===== config.mk =====
export PLATFORM = sky130hd
export DESIGN_NAME = flit_age_stamper
export DESIGN_NICKNAME = d
export VERILOG_FILES = /design/src/rtl/flit_age_stamper.sv
export SDC_FILE = /design/constraint.sdc
export NUM_CORES = 1
export LEC_CHECK = 0
export CORE_AREA = 3 3 234 236
export CTS_BUF_LIST = sky130_fd_sc_hd__clkbuf_16
export CTS_CLUSTER_DIAMETER = 80
export DETAILED_ROUTE_END_ITERATION = 10
export DIE_AREA = 0 0 237 239
export GPL_TIMING_DRIVEN = 0
export PLACE_DENSITY = 0.72
export SLEW_MARGIN = 20
export SYNTH_ARGS = -nofsm -noshare
export SYNTH_HDL_FRONTEND = slang
export SYNTH_SLANG_ARGS = --single-unit
export TNS_END_PERCENT = 1

===== constraint.sdc =====
create_clock -name clk -period 2.6 [get_ports clk]
set_input_delay 0.26 -clock clk [delete_from_list [all_inputs] [get_ports clk]]
set_output_delay 0.26 -clock clk [all_outputs]
set_load 0.02 [all_outputs]

===== src/rtl/flit_age_stamper.sv =====
// Injection stage ahead of the 4-lane age-sorting network: queues local flits
// stamped with the global time and drops the head into the lowest idle lane.
module flit_age_stamper #(
    parameter int WIDTH        = 64,
    parameter int TIME_LSB     = 48,
    parameter int TIME_W       = 8,
    parameter int DEPTH        = 4,
    parameter int STARVE_LIMIT = 16
) (
    input  logic                   clk,
    input  logic                   rst_n,
    input  logic [4*WIDTH-1:0]     lane_in,
    input  logic [3:0]             lane_vld_in,
    input  logic [WIDTH-1:0]       inj_flit,
    input  logic                   inj_valid,
    output logic                   inj_ready,
    output logic [4*WIDTH-1:0]     lane_out,
    output logic [3:0]             lane_vld_out,
    output logic [$clog2(DEPTH):0] fifo_count,
    output logic [TIME_W-1:0]      time_now,
    output logic                   starve
);

    localparam int PW = $clog2(DEPTH);
    localparam int CW = PW + 1;
    localparam int SW = $clog2(STARVE_LIMIT + 1);

    logic [WIDTH-1:0]   mem [DEPTH];
    logic [PW-1:0]      wr_ptr;
    logic [PW-1:0]      rd_ptr;
    logic [SW-1:0]      starve_cnt;
    logic [SW-1:0]      starve_cnt_nxt;
    logic [3:0]         free;
    logic [3:0]         grant;
    logic               push;
    logic               pop;
    logic [WIDTH-1:0]   stamped;
    logic [WIDTH-1:0]   head;
    logic [4*WIDTH-1:0] lane_nxt;
    logic [3:0]         vld_nxt;

    assign free      = ~lane_vld_in;
    // Isolate the lowest set bit: the one lane the head flit may claim.
    assign grant     = free & (~free + 4'd1);
    assign inj_ready = (fifo_count < CW'(DEPTH));
    assign push      = inj_valid & inj_ready;
    assign pop       = (fifo_count != '0) && (free != 4'b0000);
    assign head      = mem[rd_ptr];

    always_comb begin
        stamped = inj_flit;
        stamped[TIME_LSB +: TIME_W] = time_now;
    end

    always_comb begin
        lane_nxt = '0;
        vld_nxt  = '0;
        for (int i = 0; i < 4; i++) begin
            if (lane_vld_in[i]) begin
                lane_nxt[i*WIDTH +: WIDTH] = lane_in[i*WIDTH +: WIDTH];
                vld_nxt[i]                 = 1'b1;
            end else if (pop && grant[i]) begin
                lane_nxt[i*WIDTH +: WIDTH] = head;
                vld_nxt[i]                 = 1'b1;
            end
        end
    end

    // A non-empty FIFO that cannot pop is blocked solely because every lane is busy.
    always_comb begin
        starve_cnt_nxt = starve_cnt;
        if ((fifo_count == '0) || pop) begin
            starve_cnt_nxt = '0;
        end else if (starve_cnt != SW'(STARVE_LIMIT)) begin
            starve_cnt_nxt = starve_cnt + SW'(1);
        end
    end

    always_ff @(posedge clk or negedge rst_n) begin
        if (!rst_n) begin
            for (int i = 0; i < DEPTH; i++) begin
                mem[i] <= '0;
            end
            wr_ptr     <= '0;
            rd_ptr     <= '0;
            fifo_count <= '0;
        end else begin
            if (push) begin
                mem[wr_ptr] <= stamped;
                wr_ptr      <= wr_ptr + PW'(1);
            end
            if (pop) begin
                rd_ptr <= rd_ptr + PW'(1);
            end
            fifo_count <= fifo_count + CW'(push) - CW'(pop);
        end
    end

    always_ff @(posedge clk or negedge rst_n) begin
        if (!rst_n) begin
            lane_out     <= '0;
            lane_vld_out <= '0;
            time_now     <= '0;
            starve_cnt   <= '0;
            starve       <= 1'b0;
        end else begin
            lane_out     <= lane_nxt;
            lane_vld_out <= vld_nxt;
            time_now     <= time_now + TIME_W'(1);
            starve_cnt   <= starve_cnt_nxt;
            starve       <= (starve_cnt_nxt == SW'(STARVE_LIMIT));
        end
    end

endmodule


==> reports/results.txt <==
Hold WC Path Type: input pin to flop
Max VDD drop: 0.596 mV
Leakage: 12.9 nW
Root buffer cell: clkbuf_16
Final Wtd Congestion: 0.846
Reg2Reg Capture Point: lane_out[82]
Synth-to-Final Area Change: 40.7%
Synth Cell Area: 0.0211 mm^2
CTS tree: yes
Post-route minimum period: 2.39 ns
Unrepaired setup endpoints after global routing: false
Post-synthesis sequential area ratio: 0.636
R2R Setup Slk: 0.21 ns
Final Hold Viols: 0
Number of post-CTS setup repair buffers: 0
CP arrival: 2.90 ns
Max-cap violations: 0
Req. time, crit path: 3.10 ns
Critical Path Sink: lane_out[82]
Number of synthesized register bits: 537
Chip height: 239 um
Final ANT Viol Nets: 0
Max frequency: 418 MHz
Post-Syn Nets: 1638
Cells along the critical path: or3_1, nand2_1, nor2_2, buf_2, a22o_1
Max Buffers Root-to-Sink: 3
Worst clock skew: 0.0271 ns
R2R depth: 5
Port bufs: 589
Power Dens Cells: 1090 mW/mm^2
Most frequent cells in the layout: clkdlybuf4s50_1, dfrtp_1, a22o_1, mux2_2, mux4_2
CORE AREA: 0.0527 mm^2
Yosys warning count: 0
Vias: 14392
DP Worst Slack: -0.105 ns
Worst slew pin tran: 1.16 ns
Worst setup path start: fifo_count[2]
Final Util: 0.565
Gr usage total: 0.230
Clock net sink count: 537
Initial core utilization: 0.402
Worst path slowest cell: nor2_2
Setup crit start kind: flop
Critical path peak fanout: 10
Number of global-route vias before repair: 15579
DP HPWL: 48400 um
Die width: 237 um
Skew-Pair Late Insertion Delay: 0.60 ns
Reg clk slew, reported paths: 0.06 ns
Post-route DRC: 0
H-tree Lvls: 2
Final period util: 0.919
Final WL: 66800 um
Num CTS Buffers: 57
Rel. slew slack: 0.226
Post-CTS Resized: 0
Fill cells: 4164
Critical path class: flop to flop
Ports: 600
DRT Pass-1 Iters: 5
Most common cell after layout, fill and taps aside: clkdlybuf4s50_1
Status: complete, no violations
Largest net degree at the start of global routing: 108
1st-iter DRT viols: 840
CTS Hold Buffers Added: 1
Grt total ovfl: 0
RR Startpoint: fifo_count[2]
First-pass GRT wire length: 99200 um
Synth Area per Inst: 16.2 um^2
Mean routed wirelength per cell: 24.9 um
Fin nets: 2292
Slew Viols, Final: 0
Max stage delay on crit path: 0.73 ns
Final worst setup slack: 0.209 ns
Layout cells sized above 1: 0.230
Synth Instances: 1302
Synth unique cells: 30
CP endpoint kind: flop
Cell Rows: 84
Die area: 0.0566 mm^2
Final Non-Filler Cells: 2688
Final setup viols: 0
Via density: 5.35
Initial antenna violation count: 8
Hold path cells: 3
Cell count after placement: 2584
cell type report:
cell class	instances	area (um^2)	share of cell area
Inverter	10	37.5	0.00126
Sequential cell	537	13400	0.452
Tap cell	688	861	0.0289
Clock buffer	57	1430	0.0479
Clock inverter	43	270	0.00908
Multi-Input combinational cell	656	7080	0.238
Antenna cell	3	7.51	0.000252
Timing Repair Buffer	595	6050	0.203
Buffer	99	593	0.0199
synthesized netlist by cell type:
library cell / number / share of area
xnor2_1: 11 / 0.0046
o21bai_1: 1 / 0.00036
buf_6: 17 / 0.0091
fa_1: 1 / 0.00095
clkbuf_1: 38 / 0.0067
nand2_1: 20 / 0.0036
nor2_4: 1 / 0.00053
a211oi_1: 1 / 0.00036
dfrtp_1: 537 / 0.64
nor3_2: 1 / 0.00047
and4_1: 2 / 0.00083
inv_1: 10 / 0.0018
nor2b_1: 1 / 0.00030
nor2_2: 2 / 0.00059
nand2b_1: 4 / 0.0012
a31o_2: 1 / 0.00041
nand3_1: 5 / 0.0012
nor2_1: 7 / 0.0012
mux2_2: 249 / 0.13
buf_4: 15 / 0.0053
or3_1: 1 / 0.00030
nor3_4: 1 / 0.00077
mux4_2: 64 / 0.068
ha_1: 8 / 0.0047
nand4_1: 3 / 0.00089
o21ai_0: 10 / 0.0024
buf_2: 29 / 0.0069
nor3_1: 1 / 0.00024
a22o_1: 256 / 0.11
xor2_1: 5 / 0.0021
worst min-delay path by stage:
stage,start,endpoint,slack [ns]
2_1_floorplan,rst_n,fifo_count[0],-0.04
3_3_place_gp,mem[53],mem[53],0.46
3_5_place_dp,rst_n,lane_out[159],0.18
4_1_cts,lane_vld_in[0],lane_vld_out[1],0.02
5_1_grt,lane_vld_in[1],lane_vld_out[2],0.10
6_report,lane_vld_in[0],lane_vld_out[1],0.07
cells by family after synthesis:
logic type	after synthesis	synth area share
flops	537	0.636
mux	313	0.201
compound gates	269	0.110
buf+inv	109	0.0298
simple gates	49	0.0121
xor+xnor	16	0.00663
fa+ha+maj	9	0.00568
layer usage:
metal | vias up | track usage | wire length (um)
li1 | 6219 | - | -
met1 | 7509 | 0.298 | 27100
met2 | 536 | 0.393 | 33600
met3 | 120 | 0.0463 | 4280
met4 | 8 | 0.0709 | 1760
met5 | - | 0 | 53
power by group:
| part | switching (mW) | internal [mW] |
|---|---|---|
| Sequential | 1.25 | 11.3 |
| Clock | 3.25 | 4.24 |
| Combinational | 6.22 | 6.33 |
critical path: cells and delay by family (launching register included):
family,cells,cell delay [ns]
AO/OA/AOI/OAI,1,0.23
buffers and inverters,1,0.45
flip-flops,1,0.50
AND/OR/NAND/NOR,3,1.09
state kept, by name, summed over array words and instances, names as in the netlist:
register / cells
fifo_count: 3
lane_out: 256
lane_vld_out: 4
mem: 256
rd_ptr: 2
starve: 1
starve_cnt: 5
time_now: 8
wr_ptr: 2
stage by stage:
stage / area, um^2 / TNS, ns / hold slack (ns) / power [mW]
4_1_cts: 29800 / 0 / 0.0228 / 32.9
5_1_grt: 29800 / 0 / 0.104 / 34.1
3_3_place_gp: 27900 / - / 0.459 / 25.0
3_5_place_dp: 28000 / -2.50 / 0.179 / 25.3
2_1_floorplan: 21100 / 0 / -0.0356 / 19.9
6_report: 29800 / 0 / 0.0681 / 32.6
Note: power is estimated with default switching activity, not from simulation.
